--- src/rtl/pipe_addsub.sv ---
// Pipelined add/subtract: the carry chain is cut into STAGES segments of SEG bits,
// one segment resolved per clock, with a global valid/ready stall.
module pipe_addsub #(
  parameter int WIDTH  = 32,
  parameter int STAGES = 4
) (
  input  logic             clk,
  input  logic             rst_n,
  input  logic             in_valid,
  output logic             in_ready,
  input  logic [WIDTH-1:0] a,
  input  logic [WIDTH-1:0] b,
  input  logic             sub,
  input  logic             c_in,
  output logic             out_valid,
  input  logic             out_ready,
  output logic [WIDTH-1:0] sum,
  output logic             c_out,
  output logic             ovf,
  output logic             zero
);

  localparam int SEG  = WIDTH / STAGES;
  localparam int LAST = STAGES - 1;

  logic             en;
  logic [WIDTH-1:0] b_eff;

  logic [WIDTH-1:0] a_q   [STAGES];
  logic [WIDTH-1:0] b_q   [STAGES];
  logic [WIDTH-1:0] s_q   [STAGES];
  logic             cy_q  [STAGES];
  logic             v_q   [STAGES];

  logic [WIDTH-1:0] a_in  [STAGES];
  logic [WIDTH-1:0] b_in  [STAGES];
  logic [WIDTH-1:0] s_in  [STAGES];
  logic [WIDTH-1:0] s_nxt [STAGES];
  logic             cy_in [STAGES];
  logic             cy_nxt[STAGES];
  logic             v_in  [STAGES];

  logic [SEG:0]     seg_res;
  logic             ovf_nxt;
  logic             zero_nxt;
  logic             ovf_q;
  logic             zero_q;

  assign en       = !v_q[LAST] || out_ready;
  assign in_ready = en;
  assign b_eff    = sub ? ~b : b;

  // Stage k takes its operands from stage k-1 (stage 0 from the ports) and
  // resolves only its own SEG-bit slice; lower slices are passed through.
  always_comb begin
    seg_res = '0;
    for (int k = 0; k < STAGES; k++) begin
      if (k == 0) begin
        a_in[k]  = a;
        b_in[k]  = b_eff;
        s_in[k]  = '0;
        cy_in[k] = c_in;
        v_in[k]  = in_valid;
      end else begin
        a_in[k]  = a_q[(k == 0) ? 0 : k - 1];
        b_in[k]  = b_q[(k == 0) ? 0 : k - 1];
        s_in[k]  = s_q[(k == 0) ? 0 : k - 1];
        cy_in[k] = cy_q[(k == 0) ? 0 : k - 1];
        v_in[k]  = v_q[(k == 0) ? 0 : k - 1];
      end
      seg_res = {1'b0, a_in[k][k*SEG +: SEG]} + {1'b0, b_in[k][k*SEG +: SEG]}
              + {{SEG{1'b0}}, cy_in[k]};
      s_nxt[k] = s_in[k];
      s_nxt[k][k*SEG +: SEG] = seg_res[SEG-1:0];
      cy_nxt[k] = seg_res[SEG];
    end
    ovf_nxt  = (a_in[LAST][WIDTH-1] == b_in[LAST][WIDTH-1]) &&
               (s_nxt[LAST][WIDTH-1] != a_in[LAST][WIDTH-1]);
    zero_nxt = (s_nxt[LAST] == '0);
  end

  always_ff @(posedge clk or negedge rst_n) begin
    if (!rst_n) begin
      for (int k = 0; k < STAGES; k++) begin
        a_q[k]  <= '0;
        b_q[k]  <= '0;
        s_q[k]  <= '0;
        cy_q[k] <= 1'b0;
        v_q[k]  <= 1'b0;
      end
      ovf_q  <= 1'b0;
      zero_q <= 1'b0;
    end else if (en) begin
      for (int k = 0; k < STAGES; k++) begin
        a_q[k]  <= a_in[k];
        b_q[k]  <= b_in[k];
        s_q[k]  <= s_nxt[k];
        cy_q[k] <= cy_nxt[k];
        v_q[k]  <= v_in[k];
      end
      ovf_q  <= ovf_nxt;
      zero_q <= zero_nxt;
    end
  end

  assign out_valid = v_q[LAST];
  assign sum       = s_q[LAST];
  assign c_out     = cy_q[LAST];
  assign ovf       = ovf_q;
  assign zero      = zero_q;

endmodule
--- config.mk ---
export PLATFORM = sky130hd
export DESIGN_NAME = pipe_addsub
export DESIGN_NICKNAME = d
export VERILOG_FILES = /design/src/rtl/pipe_addsub.sv
export SDC_FILE = /design/constraint.sdc
export NUM_CORES = 1
export LEC_CHECK = 0
export CAP_MARGIN = 20
export CELL_PAD_IN_SITES_DETAIL_PLACEMENT = 2
export CELL_PAD_IN_SITES_GLOBAL_PLACEMENT = 2
export CORE_MARGIN = 10
export CORE_UTILIZATION = 31
export DETAILED_ROUTE_END_ITERATION = 16
export HOLD_SLACK_MARGIN = 0.15
export PLACE_DENSITY_LB_ADDON = 0.1
export SETUP_SLACK_MARGIN = 0.5
export SYNTH_ARGS = -nofsm -noshare
export SYNTH_HDL_FRONTEND = slang
export SYNTH_SLANG_ARGS = --single-unit
export TNS_END_PERCENT = 5
--- constraint.sdc ---
create_clock -name clk -period 2.05 [get_ports clk]
set_clock_uncertainty 0.1 [all_clocks]
set_input_delay 0.615 -clock clk [delete_from_list [all_inputs] [get_ports clk]]
set_output_delay 0.615 -clock clk [all_outputs]
set_load 0.005 [all_outputs]
Word-level counts from Yosys, hierarchy flattened
Cells that the tools add are included.
{"block": "classes", "muxes": 1, "eq_ne": 2, "add_sub_neg": 8, "bitwise_logic": 1, "n_reduce_logical": 4}
{"operator": "$add A8 B8 Y9", "count": 4}
{"operator": "$add A9 B1 Y9", "count": 4}
{"operator": "$logic_not A32 Y1", "count": 1}
{"operator": "$mux W32", "count": 1}
{"operator": "$not A32 Y32", "count": 1}
{"operator": "$eq A1 B1 Y1", "count": 1}
{"operator": "$logic_and A1 B1 Y1", "count": 1}
{"operator": "$logic_not A1 Y1", "count": 1}
{"operator": "$logic_or A1 B1 Y1", "count": 1}
{"operator": "$ne A1 B1 Y1", "count": 1}
{"block": "word_totals", "inputBits": 70, "output_inout_bits": 37, "reg_bits": 282, "word_cells": 36}

Longest topological paths before layout
Gate-level depths: netlist of the first run.
{"block": "logic_depth", "ltp_word": 4, "ltp_mapped": 12, "mapped_depth_nobuf": 10}

Least setup slack after synthesis of the first run
Ideal clock, no wire load.
{"block": "synth_path", "kind": "input to register", "from": "input sub", "to": "register cy_q, in the netlist cy_in[2]", "slack_ns": -0.911, "path_stages": 12, "path_buffers": 2, "arrival_time_ns": 2.722, "setup_ns": 0.138, "required_time_ns": 1.812, "path_cell_list": "clkbuf_1 > buf_2 > xnor2_1 > fa_1 > inv_1 > fa_1 > a21o_1 > a21oi_1 > o21ai_0 > and3b_1 > o21ai_0 > a31oi_1"}
{"block": "synth_between", "elab_chain_cells": 3}
{"item": "start: declaration", "line_no": "13", "rtl": "input logic sub,"}
{"item": "$mux W32", "line_no": "51", "rtl": "assign b_eff = sub ? ~b : b;"}
{"item": "$add A8 B8 Y9", "line_no": "71", "rtl": "seg_res = {1'b0, a_in[k][k*SEG +: SEG]} + {1'b0, b_in[k][k*SEG +: SEG]}"}
{"item": "$add A9 B1 Y9", "line_no": "72", "rtl": "+ {{SEG{1'b0}}, cy_in[k]};"}
{"item": "end signal: indexed assignment", "line_no": "98", "rtl": "cy_q[k] <= cy_nxt[k];"}
{"item": "end: declaration", "line_no": "32", "rtl": "logic cy_q [STAGES];"}
No other way between the ends.
A chain may end at the register's enable or synchronous reset.

Worst setup path after layout of the first run
{"block": "layout_path", "from": "register cy_q, in the netlist cy_in[0]", "to": "register s_q, in the netlist sum[31]"}
{"block": "layout_between", "elab_chain_cells": 1}
{"item": "$add A9 B1 Y9", "line_no": "72"}
{"item": "end signal: indexed assignment", "line_no": "97", "rtl": "s_q[k] <= s_nxt[k];"}
{"item": "end: declaration", "line_no": "31", "rtl": "logic [WIDTH-1:0] s_q [STAGES];"}
No other way between the ends.

==> results of run 1 <==
sequential cells by signal, summed over array words and instances, names as in the netlist:
name,count
c_out,1
out_valid,1
sum,32
v_in,3
b_in,48
s_in,48
cy_in,3
ovf,1
a_in,48
zero,1
cell type report:
type | instances | area (um^2)
fill | 2901 | 15800
tap | 341 | 427
multi-input combinational | 677 | 3800
clock inverter | 13 | 168
timing repair buffer | 168 | 1510
sequential | 186 | 4650
clock buffer | 17 | 425
inverter | 24 | 92.6
cells by family (layout without fill, tap and decap cells):
kind of cell             Yosys count  in the layout
XOR/XNOR                          44             44
AO/OA/AOI/OAI                    109            109
flip-flops                       186            186
buffers and inverters             68            222
AND/OR/NAND/NOR                  488            488
adder cells (fa/ha/maj)           36             36
metal layers:
layer | vias to the layer above | share of wire, %
met5 | - | 0
met4 | 0 | 0.90
met3 | 21 | 3.6
met2 | 83 | 46
met1 | 3295 | 50
li1 | 3252 | -
worst register-to-register path, delay by kind of cell (launching register included):
family / cells / cell delay (ns)
xor+xnor: 1 / 0.19
compound gates: 5 / 0.98
buf+inv: 1 / 0.14
fa+ha+maj: 1 / 0.43
flops: 1 / 0.42
layout by cell type, fill, tap and decap left out, types with 11 or more instances in the layout:
cell type,instances
buf_4,45
a21oi_1,11
o21ai_0,34
ha_1,26
inv_1,12
inv_2,11
nand2_1,423
clkdlybuf4s50_1,58
xnor2_1,27
clkbuf_16,17
dfrtp_1,186
nor2_1,30
buf_2,38
stage by stage:
| stage | utilization [%] | std cells | area (um^2) | power [mW] | TNS (ns) |
|---|---|---|---|---|---|
| floorplan | - | 931 | 8520 | 10.2 | -2.51 |
| global route | 41.2 | 1426 | 11100 | 18.8 | -4.46 |
| detailed placement | 38.0 | 1378 | 10200 | 13.4 | -45.89 |
| global placement | 38.0 | 1378 | 10200 | 13.1 | -42.32 |
| CTS | 40.6 | 1420 | 10900 | 17.1 | -2.72 |
| finish | 41.2 | 1426 | 11100 | 17.2 | -2.57 |
report_power, final:
group,internal (mW),switching [mW],total [mW]
Sequential,5.30,1.13,6.44
Combinational,3.42,3.89,7.31
Clock,1.92,1.54,3.47
final timing paths:
check / from / to / slack, ns / depth (start not counted)
max in group asynchronous: rst_n / s_in[65]$_DFFE_PN0P_ / 0.70 / 3
max reg2reg: cy_in[0]$_DFFE_PN0P_ / sum[31]$_DFFE_PN0P_ / -0.33 / 8
min: sum[2]$_DFFE_PN0P_ / sum[2]$_DFFE_PN0P_ / 0.36 / 2
min reg2reg: sum[2]$_DFFE_PN0P_ / sum[2]$_DFFE_PN0P_ / 0.36 / 2
max: cy_in[0]$_DFFE_PN0P_ / sum[31]$_DFFE_PN0P_ / -0.33 / 8
min in group asynchronous: rst_n / a_in[25]$_DFFE_PN0P_ / 0.57 / 2
timing repair:
action,in CTS,in global routing
resized for setup,234,32
endpoints found under the setup margin,223,223
hold buffers,1,0
endpoints found under the hold margin,32,0
pin swaps,41,31
buffers inserted,11,6
gates cloned,0,0
==> results.yml, run 1 <==
global_routing:
  grt_pass1_vias: 7492
  grt_max_degree: 125
  grt_pass1_wl_mm: 40.7
  gr-usage-met2_pct: 23.3
  grt_use_met1_pct: 20.4
  grt.busiest_layer: "met2"
  met3_usage_pct: 3.43
  grt_use_total_pct: 14.9
  overflow: 0
  antenna_found_initial: 0
cts:
  insertion_delay_ns: 0.44
  cts_tree: "yes"
  clock_path_buffers: 2
  cts_root_buf: "clkbuf_16"
  cts_buffers: 17
  path_clk_slew_ns: 0.07
  cts_sinks: 186
  htreeDepth: 4
timing:
  period_minus_slack_ns: 2.38
  relSlewSlack_pct: 66.1
  drv_slew: 0
  rsz0062_at_grt: "yes"
  period_share_pct: 116
  hold_viol_final: 0
  setup_slack_ns: -0.328
  whs_ns: 0.364
  fmax_ghz: 0.421
  max_slew.worst_pin.slew_ns: 0.509
  setup_viol_count_final: 15
placed_design:
  gp_congestion: 0.771
  port_buffers: 106
  place_ws_ns: -1.04
  dp_hpwl_mm: 16.8
synthesis:
  async_flop_share_pct: 100
  synthMostInstantiatedCell: "nand2_1"
  ys_top_cells_by_count: "423 x nand2_1, 186 x dfrtp_1, 46 x o21ai_0"
  synth_xor_area_share_pct: 4.65
  synth_top_area_share_pct: 55.1
  yosys_most_used_dff: "dfrtp_1"
  synth_compound_area_share_pct: 8.21
  synth_top_cell_by_area: "dfrtp_1"
  synth-adder-area-share_pct: 6.05
  ys_seq_area_share_pct: 55.1
  ys_seq_elements: 186
  synth_enable_flop_cells: 0
  muxShareOfSynthArea_pct: 0
  synthesis.area_um2: 8440
  syn_inst: 931
  synth_top_family_by_area: "simple AND/OR/NAND/NOR gates"
  ys_warn_count: 0
  synth_area_per_cell_um2: 9.07
  synth_nets: 1037
  yosys.area_share.simple_pct: 22.7
  yosysUniqueCellTypes: 38
  netlist_top_cells_area: "dfrtp_1 55%, nand2_1 19%, ha_1 4.1%"
worst_setup_path:
  arrival_ns: 2.59
  cp_max_fo: 2
  critPathLaunchType: "flip-flop"
  critPathCaptureType: "flip-flop"
  path_buf_inv: 1
  crit_chain: "fa_2 > buf_6 > a211oi_4 > o21bai_2 > a2111oi_2 > o21bai_4 > xor2_2 > a21oi_1"
  critPathSlowestCell: "fa_2"
  crit_type: "flip-flop to flip-flop"
  crit_family: "compound AO/OA/AOI/OAI gates"
  slowest_delay_ns: 0.43
  required_ns: 2.26
final_layout:
  diodes: 0
  layout-drive-gt1-share_pct: 18.5
  fin_nets: 1180
  syn_to_final_growth_pct: 31.2
floorplanning:
  dieArea_um2: 34200
  die_y_um: 185
  floorplan.initialDensity_pct: 31.4
  fp-row-count: 60
  dieWidth_um: 185
  io_pins: 107
  core_area_um2: 26900
routing:
  drc: 0
  drtIter0Drc: 328
  avgViaCountPerCell: 4.66
  ant_nets: 0
  wirelength_mm: 24.5
  firstDrtPassIters: 5
  via_count: 6651
  wl_per_cell_um: 17.2
worst_hold_path:
  hold_class: "flip-flop to flip-flop"
power_and_ir_drop:
  leakage_nw: 5.42
  p_per_area_nw_per_um2: 1550
  vdd_ir_drop_max_mv: 0.589
run_status:
  violations: "negative setup slack"
  outcome: "finished with violations"
run:
  maxCapViolCount: 0
Note: power is estimated with default switching activity, not from simulation.
==> run 2: changes to the inputs <==
CORE_ASPECT_RATIO = 0.9   (was unset)
==> results.yml, run 2 (same netlist as run 1, synthesis figures left out) <==
run_status:
  outcome: "finished with violations"
  violations: "negative setup slack"
timing:
  max_slew.worst_pin.slew_ns: 0.375
  rsz0062_at_grt: "yes"
  whs_ns: 0.362
  relSlewSlack_pct: 75.0
  hold_viol_final: 0
  setup_viol_count_final: 13
  fmax_ghz: 0.416
  period_minus_slack_ns: 2.40
  setup_slack_ns: -0.355
  period_share_pct: 117
  drv_slew: 0
routing:
  wirelength_mm: 24.2
  ant_nets: 0
  via_count: 6675
  drc: 0
  wl_per_cell_um: 16.8
  avgViaCountPerCell: 4.62
  firstDrtPassIters: 4
  drtIter0Drc: 356
power_and_ir_drop:
  leakage_nw: 5.43
  power_mw: 17.0
  vdd_ir_drop_max_mv: 0.591
  p_per_area_nw_per_um2: 1540
final_layout:
  layout_commonest_cell: "nand2_1"
  post-route-cell-area_um2: 11100
  syn_to_final_growth_pct: 31.3
  final_util_pct: 41.2
  layout-drive-gt1-share_pct: 17.7
  multi_input_area_um2: 3730
  fillCellCount: 2926
  regArea_um2: 4650
  fin_nets: 1185
  diodes: 0
  layout_common_cells: "423 x nand2_1, 186 x dfrtp_1, 57 x clkdlybuf4s50_1"
run:
  maxCapViolCount: 0
cts:
  cts_sinks: 186
  cts_root_buf: "clkbuf_16"
  clock_path_buffers: 2
  htreeDepth: 4
  insertion_delay_ns: 0.43
  cts_tree: "yes"
  cts_buffers: 17
  path_clk_slew_ns: 0.07
worst_setup_path:
  cp_max_fo: 2
  critPathCaptureType: "flip-flop"
  required_ns: 2.27
  critPathLaunchType: "flip-flop"
  crit_type: "flip-flop to flip-flop"
  arrival_ns: 2.63
placed_design:
  gp_congestion: 0.730
  place_ws_ns: -0.974
  dp_hpwl_mm: 17.4
  port_buffers: 106
  place_area_um2: 10300
floorplanning:
  dieWidth_um: 194
  fp-row-count: 57
  floorplan.initialDensity_pct: 31.4
  die_y_um: 177
  core_area_um2: 26900
  dieArea_um2: 34200
  io_pins: 107
global_routing:
  grt_max_degree: 83
  grt_pass1_vias: 7392
  grt_use_total_pct: 14.2
  antenna_found_initial: 1
  grt_pass1_wl_mm: 40.1
  overflow: 0
worst_hold_path:
  hold_class: "flip-flop to flip-flop"
==> run 2: final timing paths <==
check	startpoint	endpoint	slack [ns]	cells past startpoint
setup / recovery	a_in[24]$_DFFE_PN0P_	ovf$_DFFE_PN0P_	-0.35	7
hold / removal	sum[15]$_DFFE_PN0P_	sum[15]$_DFFE_PN0P_	0.36	2
min in group asynchronous	rst_n	a_in[93]$_DFFE_PN0P_	0.51	2
max in group asynchronous	rst_n	s_in[13]$_DFFE_PN0P_	0.71	3
setup reg to reg	a_in[24]$_DFFE_PN0P_	ovf$_DFFE_PN0P_	-0.35	7
hold reg to reg	sum[15]$_DFFE_PN0P_	sum[15]$_DFFE_PN0P_	0.36	2
==> run 2: layout make-up <==
cell class                 instances  area share, %
sequential                       186           42.0
multi-input combinational        677           33.6
timing repair buffer             173           14.2
tap                              354           4.00
clock buffer                      18           3.87
clock inverter                    13           1.51
inverter                          24          0.835
==> run 2: power breakdown <==
group	total (mW)	switching (mW)	internal (mW)
registers	6.42	1.12	5.30
logic	7.20	3.84	3.35
clock network	3.41	1.48	1.93
==> run 2: critical path, cell delays in order (launching register included) <==
cell and delay, ns:
dfrtp_1 0.41, fa_2 0.43, a211oi_2 0.30, o21bai_1 0.15, a2111oi_2 0.35, o21bai_4 0.22, xor2_1 0.10, o31ai_1 0.24
==> run 2: what timing repair did <==
item / CTS / global route
hold buffers: 1 / 0
pin swaps: 53 / 19
gates resized for setup: 218 / 25
setup buffers: 8 / 5
endpoints found under the setup margin: 216 / 185
endpoints found under the hold margin: 12 / 0
==> run 2: per-layer routing <==
metal	share of wire, %	wire length, um	global-route usage [%]
met1	50	12200	19.4
met2	45	11000	22.3
met3	3.2	779	3.11
met4	1.1	265	3.65
met5	0.083	20	0
==> run 2: metrics by stage <==
| stage | setup TNS [ns] | std cells |
|---|---|---|
| 3_3_place_gp | -24.12 | 1400 |
| 3_5_place_dp | -28.03 | 1400 |
| 5_1_grt | -3.93 | 1445 |
| 2_1_floorplan | -2.51 | 931 |
| 6_report | -1.78 | 1445 |
| 4_1_cts | -2.27 | 1440 |
